$ cat src/rtl/fwd_pipe_mux.sv
// Operand forwarding mux: tracks in-flight register writes over NSTAGE stages
// and picks the youngest matching value per read port, flagging unready producers.
module fwd_pipe_mux #(
    parameter int WIDTH  = 32,
    parameter int AW     = 5,
    parameter int NSTAGE = 3,
    localparam int SW    = $clog2(NSTAGE + 1)
) (
    input  logic             clk,
    input  logic             rst_n,
    input  logic             freeze,
    input  logic             flush,
    input  logic             wr_en,
    input  logic [AW-1:0]    wr_addr,
    input  logic             wr_rdy,
    input  logic [WIDTH-1:0] wr_data,
    input  logic             fill_en,
    input  logic [WIDTH-1:0] fill_data,
    input  logic             rd_en_a,
    input  logic [AW-1:0]    rd_addr_a,
    input  logic [WIDTH-1:0] rf_data_a,
    input  logic             rd_en_b,
    input  logic [AW-1:0]    rd_addr_b,
    input  logic [WIDTH-1:0] rf_data_b,
    output logic [WIDTH-1:0] out_a,
    output logic [WIDTH-1:0] out_b,
    output logic [SW-1:0]    sel_a,
    output logic [SW-1:0]    sel_b,
    output logic             hazard
);

    logic [NSTAGE-1:0] v_q, v_d;
    logic [NSTAGE-1:0] rdy_q, rdy_d;
    logic [AW-1:0]     addr_q [NSTAGE];
    logic [AW-1:0]     addr_d [NSTAGE];
    logic [WIDTH-1:0]  data_q [NSTAGE];
    logic [WIDTH-1:0]  data_d [NSTAGE];

    logic             fill_ok;
    logic             s0_v;
    logic             s0_rdy;
    logic [WIDTH-1:0] s0_data;

    // Stage 0 as it looks after applying this cycle's fill/flush; either shifts or stays.
    assign fill_ok = fill_en & v_q[0] & ~rdy_q[0];
    assign s0_v    = v_q[0] & ~flush;
    assign s0_rdy  = rdy_q[0] | fill_ok;
    assign s0_data = fill_ok ? fill_data : data_q[0];

    always_comb begin
        v_d    = v_q;
        rdy_d  = rdy_q;
        addr_d = addr_q;
        data_d = data_q;
        if (!freeze) begin
            for (int unsigned i = 2; i < NSTAGE; i++) begin
                v_d[i]    = v_q[i-1];
                rdy_d[i]  = rdy_q[i-1];
                addr_d[i] = addr_q[i-1];
                data_d[i] = data_q[i-1];
            end
            v_d[1]    = s0_v;
            rdy_d[1]  = s0_rdy;
            addr_d[1] = addr_q[0];
            data_d[1] = s0_data;
            v_d[0]    = wr_en & (wr_addr != '0);
            rdy_d[0]  = wr_rdy;
            addr_d[0] = wr_addr;
            data_d[0] = wr_data;
        end else begin
            v_d[0]    = s0_v;
            rdy_d[0]  = s0_rdy;
            data_d[0] = s0_data;
        end
    end

    always_ff @(posedge clk or negedge rst_n) begin
        if (!rst_n) begin
            v_q   <= '0;
            rdy_q <= '0;
            for (int unsigned i = 0; i < NSTAGE; i++) begin
                addr_q[i] <= '0;
                data_q[i] <= '0;
            end
        end else begin
            v_q    <= v_d;
            rdy_q  <= rdy_d;
            addr_q <= addr_d;
            data_q <= data_d;
        end
    end

    logic [AW-1:0]    rd_addr [2];
    logic [WIDTH-1:0] rf_data [2];
    logic [WIDTH-1:0] out_v   [2];
    logic [SW-1:0]    sel_v   [2];
    logic [1:0]       hz;

    assign rd_addr[0] = rd_addr_a;
    assign rd_addr[1] = rd_addr_b;
    assign rf_data[0] = rf_data_a;
    assign rf_data[1] = rf_data_b;

    // Ascending scan with a found flag: the youngest match blocks all older ones.
    always_comb begin
        logic found;
        found = 1'b0;
        for (int unsigned p = 0; p < 2; p++) begin
            out_v[p] = rf_data[p];
            sel_v[p] = '0;
            hz[p]    = 1'b0;
            found    = 1'b0;
            if (rd_addr[p] == '0) begin
                out_v[p] = '0;
            end else begin
                for (int unsigned i = 0; i < NSTAGE; i++) begin
                    if (!found && v_q[i] && (addr_q[i] == rd_addr[p])) begin
                        found    = 1'b1;
                        sel_v[p] = SW'(i + 1);
                        if (rdy_q[i]) out_v[p] = data_q[i];
                        else          hz[p]    = 1'b1;
                    end
                end
            end
        end
    end

    assign out_a  = out_v[0];
    assign out_b  = out_v[1];
    assign sel_a  = sel_v[0];
    assign sel_b  = sel_v[1];
    assign hazard = (rd_en_a & hz[0]) | (rd_en_b & hz[1]);

endmodule

$ cat config.mk
export PLATFORM = sky130hd
export DESIGN_NAME = fwd_pipe_mux
export DESIGN_NICKNAME = d
export VERILOG_FILES = /design/src/rtl/fwd_pipe_mux.sv
export SDC_FILE = /design/constraint.sdc
export NUM_CORES = 1
export LEC_CHECK = 0
export BUFFER_PORTS_ARGS = -buffer_cell sky130_fd_sc_hd__buf_2
export CAP_MARGIN = 20
export CORE_UTILIZATION = 56
export DETAILED_ROUTE_END_ITERATION = 16
export GPL_TIMING_DRIVEN = 0
export PLACE_DENSITY_LB_ADDON = 0.3
export SLEW_MARGIN = 10
export SYNTH_ARGS = -nofsm -noshare
export SYNTH_HDL_FRONTEND = slang
export SYNTH_SLANG_ARGS = --single-unit
$ cat constraint.sdc
create_clock -name clk -period 3.3 [get_ports clk]
set_input_delay 0.33 -clock clk [delete_from_list [all_inputs] [get_ports clk]]
set_output_delay 0.33 -clock clk [all_outputs]
set_load 0.005 [all_outputs]
==> impl.org, run 1 <==
** Run status
- The run finished with clean final reports.

** Power
- VDD IR-drop max :: approximately 0.29 mV
- Power density over the cells :: slightly above 500 mW/mm2
- Summed over all cells, the static leakage comes to roughly 4.4 nW.
- Cell internal power was estimated by the tool at about 3.4 mW.
- Of the total power, registers draw 0.391.
- The analysis attributes to net switching a power of roughly 1.3 mW.
- Of the total power, the share spent switching nets is 0.273.
- Of the total power, combinational logic draws 0.166.
- Clock group share of total power :: 0.444

** STA
- Highest attainable clock frequency :: ~0.32 GHz
- Share of the clock period used by the worst path :: 0.959
- Across all setup checks in the final design, the least slack found is approximately 0.14 ns.
- The clock period could shrink to 3.16 ns.
- Max transition margin :: 0.384
- Fin. max-slew vios :: 0
- For the pin with the worst max-slew slack, the measured transition is approximately 0.9 ns.
- Setup TNS :: 0 ns
- Clock tree skew after final layout :: approximately 0.0075 ns
- The hold violation total from the final report came to 0.
- Setup repair after global routing left no endpoint under its margin.
- Worst hold slack after final layout :: roughly 0.15 ns
- Setup violations remaining at the end of the flow were counted as 0.

** Layout
- Final Non-Filler Cells :: between 1000 and 1500
- In the final design database the tool counted ~1100 nets.
- Proportion of layout cells with a drive suffix above 1 :: 0.327
- Synth-to-layout area growth :: 29.4%
- After filler insertion, the fill cell instance count of the layout stands at 902.

** Place
- # placed instances :: between 1000 and 1500
- DP Worst Slack :: about 0.36 ns
- The congestion estimate from routability-driven global placement came to ~0.89.
- During placement, the flow inserted port buffers numbering 219.
- Detailed Place HPWL :: between 15 and 20 mm

** Global routing
- Entering global routing, the biggest net connects 62 pins.
- GRT Total Usage :: 0.359
- The number of antenna violations at the first check in global routing is 0.
- The first global-routing pass estimated 34.9 mm of wire.
- Total congestion overflow :: 0
- The via count of the first global-routing pass was approximately 6700.

** CTS
- Clock-pin slew reported for the worst setup and hold paths after clock tree synthesis :: 0.05 ns
- The root buffer cell chosen for the clock tree is sky130_fd_sc_hd__clkbuf_16.
- Clock sink count :: between 100 and 150
- At the later pin of the worst-skew pair, clock insertion delay measures about 0.42 ns.
- TritonCTS created 17 clock buffers.
- Clk buf depth :: 2
- TritonCTS clock tree :: done
- The H-tree generated during clock tree synthesis spans 4 levels.

** Worst setup path
- The critical path goes through xor2_1 > nor4_4 > and4_1 > buf_2 > buf_2 > o32a_1 > mux2i_1 > o2bb2ai_1 > buf_2.
- In this design, the stage delay of the slowest critical-path cell is about 0.43 ns.
- Reg-to-reg startpoint :: v_q[0]$_DFF_PN0_
- Category of the most critical setup path :: flop to primary output
- Along the worst path, the maximum fanout reaches 10.
- The cell that appears most often on the critical path is sky130_fd_sc_hd__buf_2.
- The worst register-to-register path ends at data_q[35]$_DFFE_PN0N_.
- Counting cells, the worst reg-to-reg path comes to 4.
- Type of destination of the critical path :: primary output
- Data on the critical path is required at its endpoint by just under 3 ns.
- Cell type of the slowest stage on the worst timing path :: sky130_fd_sc_hd__dfrtp_1
- Arr. time, crit path :: about 2.8 ns
- Setup slack on the worst reg-to-reg path comes out at ~1.2 ns.
- STA classifies the critical path startpoint as a flop.

** Drt
- Remaining routing DRC violations :: 0
- The routed design has between 20 and 25 mm of wire.
- Number of nets with antenna violations after detailed routing :: 0
- Average wire per standard cell :: about 21 um
- The routed layout has between 6000 and 7000 vias.
- Number of vias per cell after detailed routing :: roughly 6.2
- The detailed router finished its first iteration with 640 violations.
- First-pass DRT Iterations :: 7

** Floorplan
- Floorplan row count :: 40
- Number of primary I/O pins :: 221
- For this configuration, the core starts out at a cell density of 0.577.
- The floorplan step defined a core boundary enclosing 0.0121 mm2.
- Die outline height :: 113 um
- Die Footprint :: between 0.01 and 0.015 mm2
- Horizontal extent of the die :: 113 um

** Synth
- Share of the synthesized area in compound gates (AO/OA/AOI/OAI) :: 0.256
- Of the total synthesized cell area, the portion taken by XOR and XNOR cells is 0.0377.
- Counting every net in the synthesized netlist gives ~850.
- Of the synthesized area, sequential elements account for 0.421.
- Of the total synthesized cell area, the portion taken by AND, OR, NAND and NOR gates is 0.102.
- Post-synthesis instance area :: around 0.007 mm2
- The portion of synthesized area spent on multiplexers is 0.122.
- Of the total synthesized cell area, the portion taken by full adders, half adders and majority gates is 0.
- Gate Count Post-Synth :: 701
- Each instance of the synthesized netlist takes up on average 9.93 um2.
- During synthesis, Yosys emitted a total of 0 warnings.
- The netlist uses 42 different library cells.
- After synthesis the netlist holds a flip-flop and latch count of between 100 and 150.
- After synthesis, the largest family of logic cells by area is compound AO/OA/AOI/OAI gates.

** Flow run
- Max-cap violations in this run came to 0.

** Min path
- The startpoint identified for the worst hold timing path is wr_data[3].
- The worst hold path terminates at data_q[67]$_DFF_PN0_.
- Hold Crit Depth :: 3
- In this run the worst hold path is classified as primary input to flop.
## power groups by stage
stage	Combinational, mW	Sequential [mW]	Clock [mW]
2_1_floorplan	0.446	1.78	0
3_3_place_gp	0.724	1.83	0
3_5_place_dp	0.748	1.84	0
4_1_cts	0.761	1.82	2.06
5_1_grt	0.844	1.84	2.13
6_report	0.773	1.83	2.07
## registers in the layout (all words and copies together), names as in the netlist
name and cells:
rdy_q 3, addr_q 15, v_q 3, data_q 96
## how the worst max path moves through the flow
stage / from / end / cells past startpoint
3_5_place_dp: rd_addr_b[0] / out_b[10] / 9
3_3_place_gp: rd_addr_a[3] / out_a[23] / 8
4_1_cts: addr_q[3]$_DFFE_PN0N_ / out_b[12] / 8
2_1_floorplan: addr_q[13]$_DFFE_PN0N_ / out_b[30] / 8
5_1_grt: addr_q[3]$_DFFE_PN0N_ / out_b[1] / 8
6_report: addr_q[13]$_DFFE_PN0N_ / out_b[30] / 9
## layout make-up
| type | count | area [um2] | area share |
|---|---|---|---|
| Timing Repair Buffer | 222 | 1150 | 0.127 |
| Clock buffer | 23 | 488 | 0.0542 |
| Inverter | 35 | 131 | 0.0146 |
| Clock inverter | 8 | 170 | 0.0189 |
| Tap cell | 168 | 210 | 0.0233 |
| Antenna cell | 1 | 2.50 | 0.000278 |
| Multi-Input combinational cell | 490 | 3620 | 0.402 |
| Sequential cell | 117 | 2930 | 0.325 |
| Buffer | 59 | 309 | 0.0343 |
## per-layer routing
metal / track usage / vias up / routed length (um)
met5: 0 / - / 0
met4: 0.129 / 0 / 553
met3: 0.0824 / 56 / 2110
met2: 0.586 / 444 / 11000
met1: 0.468 / 3367 / 9400
li1: - / 3098 / -
## cells in the final DEF (no fill, tap or decap), drive strengths merged, types with 2 or more instances in the layout
cell | netlist | routed
a21oi | 68 | 68
a221oi | 32 | 32
a22o | 32 | 32
and2 | 2 | 2
and3 | 25 | 25
buf | 26 | 247
bufinv | 0 | 5
clkbuf | 33 | 56
clkinvlp | 0 | 2
dfrtp | 117 | 117
inv | 35 | 35
mux2 | 16 | 16
mux2i | 67 | 67
nand2 | 40 | 40
nand2b | 2 | 2
nand3 | 4 | 4
nand4 | 2 | 2
nor2 | 37 | 37
nor3 | 12 | 12
nor3b | 2 | 2
nor4 | 6 | 6
o21ai | 36 | 36
o221ai | 2 | 2
o2bb2ai | 64 | 64
or4 | 3 | 3
xnor2 | 10 | 10
xor2 | 20 | 20
## Yosys cell counts, drive strengths merged
| cell type | count | area share |
|---|---|---|
| mux2 | 16 | 0.026 |
| xor2 | 20 | 0.025 |
| o21ba | 1 | 0.0023 |
| dfrtp | 117 | 0.42 |
| o21bai | 1 | 0.0011 |
| and4 | 1 | 0.0013 |
| nand4 | 2 | 0.0018 |
| a221oi | 32 | 0.047 |
| a22o | 32 | 0.040 |
| nor2 | 37 | 0.021 |
| a41o | 1 | 0.0014 |
| nand3 | 4 | 0.0029 |
| or4 | 3 | 0.0032 |
| nor3 | 12 | 0.0093 |
| clkbuf | 33 | 0.018 |
| a21oi | 68 | 0.049 |
| a2111oi | 1 | 0.0040 |
| nor2b | 1 | 0.00090 |
| and3 | 25 | 0.022 |
| nand2b | 2 | 0.0018 |
| o21ai | 36 | 0.026 |
| nor3b | 2 | 0.0022 |
| o32a | 1 | 0.0014 |
| nand2 | 40 | 0.022 |
| inv | 35 | 0.019 |
| or3 | 1 | 0.00090 |
| o2bb2ai | 64 | 0.081 |
| mux2i | 67 | 0.096 |
| o221ai | 2 | 0.0025 |
| xnor2 | 10 | 0.013 |
| nor4 | 6 | 0.011 |
| and2 | 2 | 0.0022 |
| buf | 26 | 0.025 |
## what timing repair did
| action | in CTS | in global routing |
|---|---|---|
| setup endpoints to repair | 19 | 61 |
| setup buffers | 0 | 1 |
| endpoints found under the hold margin | 56 | 0 |
| hold buffers | 1 | 0 |
| pin swaps | 0 | 2 |
| gates resized for setup | 4 | 9 |
## through the flow
stage | utilization | power [mW] | cell area [um2]
after floorplan | - | 2.23 | 6960
after global placement | 0.685 | 2.55 | 8270
after detailed placement | 0.688 | 2.59 | 8300
after CTS | 0.744 | 4.64 | 8970
after global routing | 0.747 | 4.82 | 9000
final | 0.747 | 4.67 | 9010
## kinds of logic (layout without fill, tap and decap cells)
group	Yosys count	in the layout
XOR/XNOR	30	30
other	0	1
buffers and inverters	94	347
AO/OA/AOI/OAI	239	239
flip-flops	117	117
multiplexers	83	83
AND/OR/NAND/NOR	138	138
## worst max-delay path: cells and delay by family, from the launching register on
family,cells,cell delay [ns]
flip-flops,1,0.43
AND/OR/NAND/NOR,2,0.66
buffers and inverters,3,0.63
multiplexers,1,0.09
AO/OA/AOI/OAI,2,0.38
XOR/XNOR,1,0.21
Power figures use the tool's default switching activity.
==> inputs of run 2 (changes only) <==
Settings changed: CORE_UTILIZATION 56 to 40, PLACE_DENSITY set to 0.65, PLACE_DENSITY_LB_ADDON 0.3 to not set.
==> run 2 against run 1 <==
Compared with the run above: count of clock-buffer cells in the layout rose by 2; fmax rose by 1.0%; routed wire length increased by 6.6%; non-clock buffer count unchanged; die area rose by 39%; worst setup slack gained 0.033 ns; critical path type unchanged.
==> impl.org, run 2 (same netlist as run 1, synthesis figures left out) <==
** Run status
- The run finished with clean final reports.

** Worst setup path
- The setup path with the least slack is of type flop to primary output.
- Arr. time, crit path :: between 2 and 3 ns
- Data required time of the critical path :: around 3.0 ns
- R2R setup slack :: between 1 and 1.5 ns
- Along the worst path, the maximum fanout reaches 10.
- STA classifies the critical path endpoint as a primary output.
- Nature of the critical path startpoint :: flop

** Layout
- Final standard cell area without fillers :: 0.00895 mm2
- Filler cell count :: 1590
- Most common cell after layout, fill and taps aside :: sky130_fd_sc_hd__buf_2
- Once layout is complete, the cells apart from fillers number about 1200.
- In the final design database the tool counted 1094 nets.
- Most used cells in the layout excluding fill and tap cells :: sky130_fd_sc_hd__buf_2, sky130_fd_sc_hd__dfrtp_1, sky130_fd_sc_hd__a21oi_1
- Registers with the highest flip-flop counts :: data_q: 96 flops, addr_q: 15 flops
- Register with the most flip-flops :: data_q
- Antenna cell count :: 0
- The register with the most flip-flops in the layout has 96 of them.
- Proportion of layout cells with a drive suffix above 1 :: 0.323
- Synth-to-layout area growth :: 28.5%

** STA
- For the final routed database, the setup TNS stands at 0 ns.
- At the pin with the least slew margin, the transition time is about 0.98 ns.
- Worst hold slack after final layout :: 0.150 ns
- Highest attainable clock frequency :: about 0.32 GHz
- In this run the tightest slew margin relative to its limit is 0.349.
- Setup violations remaining at the end of the flow were counted as 0.
- After layout, the minimum clock period comes to about 3.1 ns.
- Clock tree skew after final layout :: between 0.007 and 0.008 ns
- Count of endpoints failing hold in the final timing report :: 0
- In the finished design, the share of the clock period the worst path needs comes to 0.949.
- RSZ-0062 raised after global routing :: no
- Fin. max-slew vios :: 0

** Drt
- In the routed layout, each cell is associated on average with a via count of 5.66.
- Number of nets with antenna violations after detailed routing :: 0
- For this run, design rule violations remaining after detail routing come to 0.
- First-pass DRT Iterations :: 5
- The first routing iteration left roughly 470 violations.
- Routed wire length :: ~25 mm
- Average wire per standard cell :: 21.0 um
- Total via count after detailed routing :: ~6600

** Floorplan
- Die Footprint :: ~0.018 mm2
- Initial Utilization :: 0.415
- The die is 134 um wide.
- Number of primary I/O pins :: 221
- From bottom edge to top edge, the die measures between 100 and 150 um.
- Floorplan row count :: 47
- After floorplanning, the core was sized to cover 0.0168 mm2.

** CTS
- Clock-pin slew reported for the worst setup and hold paths after clock tree synthesis :: 0.05 ns
- Clock sink count :: about 120
- Clock tree synthesis selected as its root buffer the cell sky130_fd_sc_hd__clkbuf_16.
- TritonCTS clock tree :: done
- Buffers inserted during clock tree synthesis total 17.
- In this run the deepest clock path goes through 2 buffers.
- At the later pin of the worst-skew pair, clock insertion delay measures between 0.4 and 0.5 ns.
- In this run the number of H-tree levels came out at 4.

** Place
- Once placement completed, the tool counted placed cells totaling 1141.
- Total cell area at the placement stage :: approximately 0.0084 mm2
- The congestion estimate from routability-driven global placement came to between 0.8 and 0.9.
- Number of input and output port buffers inserted :: between 200 and 250
- The wire-length estimate of the detail-placed layout is approximately 17 mm.

** Global routing
- The number of antenna violations at the first check in global routing was 0.
- Vias in the first global route :: 6654
- The first global-routing pass estimated between 30 and 40 mm of wire.
- Total congestion overflow :: 0
- Maximum number of pins on one net before global-route repair :: 67
- In the global route stage, overall resource usage came out at 0.278.

** Flow run
- Max-cap violations :: 0

** Power
- Summed over all cells, the static leakage comes to 4.39 nW.
- VDD sags by at most about 0.33 mV.
- For this design the ratio of total power to cell area is 481 mW/mm2.

** Min path
- Path category of the worst min-delay check :: primary input to flop
## run 2: routing by layer
metal  wire (um)  vias to the layer above  GRT usage
met2       11400                      307      0.441
met1       11000                     3210      0.376
li1            -                     3085          -
met5           0                        -          0
met4         575                        0      0.109
met3        1640                       41     0.0488
## run 2: final cells by class
type	count	area (um2)	area share
inverters	35	131	0.0147
plain buffers	59	309	0.0345
multi-input cells	490	3620	0.405
well taps	220	275	0.0308
clock buffers	25	485	0.0543
flip-flops and latches	117	2930	0.327
repair buffers	222	1150	0.128
clock inverters	5	50.0	0.00559
## run 2: worst paths after layout
check,start,end,cells after the start
setup reg to reg,v_q[0]$_DFF_PN0_,data_q[68]$_DFF_PN0_,4
setup / recovery,addr_q[9]$_DFFE_PN0N_,out_a[2],7
min in group asynchronous,rst_n,data_q[69]$_DFF_PN0_,2
hold reg to reg,data_q[11]$_DFFE_PN0N_,data_q[11]$_DFFE_PN0N_,2
hold / removal,wr_data[11],data_q[75]$_DFF_PN0_,3
max in group asynchronous,rst_n,addr_q[0]$_DFFE_PN0N_,3
## run 2: worst max-delay path, cell delays in order (launching register included)
cell	delay (ns)
sky130_fd_sc_hd__dfrtp_1	0.42
sky130_fd_sc_hd__xor2_1	0.16
sky130_fd_sc_hd__nor4_1	0.42
sky130_fd_sc_hd__nand3_1	0.22
sky130_fd_sc_hd__a41o_1	0.38
sky130_fd_sc_hd__clkbuf_1	0.32
sky130_fd_sc_hd__o2bb2ai_1	0.29
sky130_fd_sc_hd__buf_2	0.16
## run 2: power by group
group          internal (mW)  leakage (nW)  switching (mW)
Sequential              1.64          1.35           0.179
Clock                   1.08         0.267           0.641
Combinational          0.345          2.78           0.422
## run 2: per-stage QoR
step,utilization,total power [mW],setup slack [ns]
4_1_cts,0.532,4.31,0.0105
6_report,0.534,4.30,0.168
3_3_place_gp,0.497,2.58,0.273
5_1_grt,0.534,4.49,0.00835
2_1_floorplan,-,2.23,1.13
3_5_place_dp,0.499,2.60,0.265
## run 2: repair_timing
action | CTS | global route
hold buffers | 1 | 0
endpoints found under the setup margin | 29 | 61
pin swaps | 0 | 1
endpoints found under the hold margin | 51 | 0
setup buffers | 0 | 1
resized for setup | 5 | 7
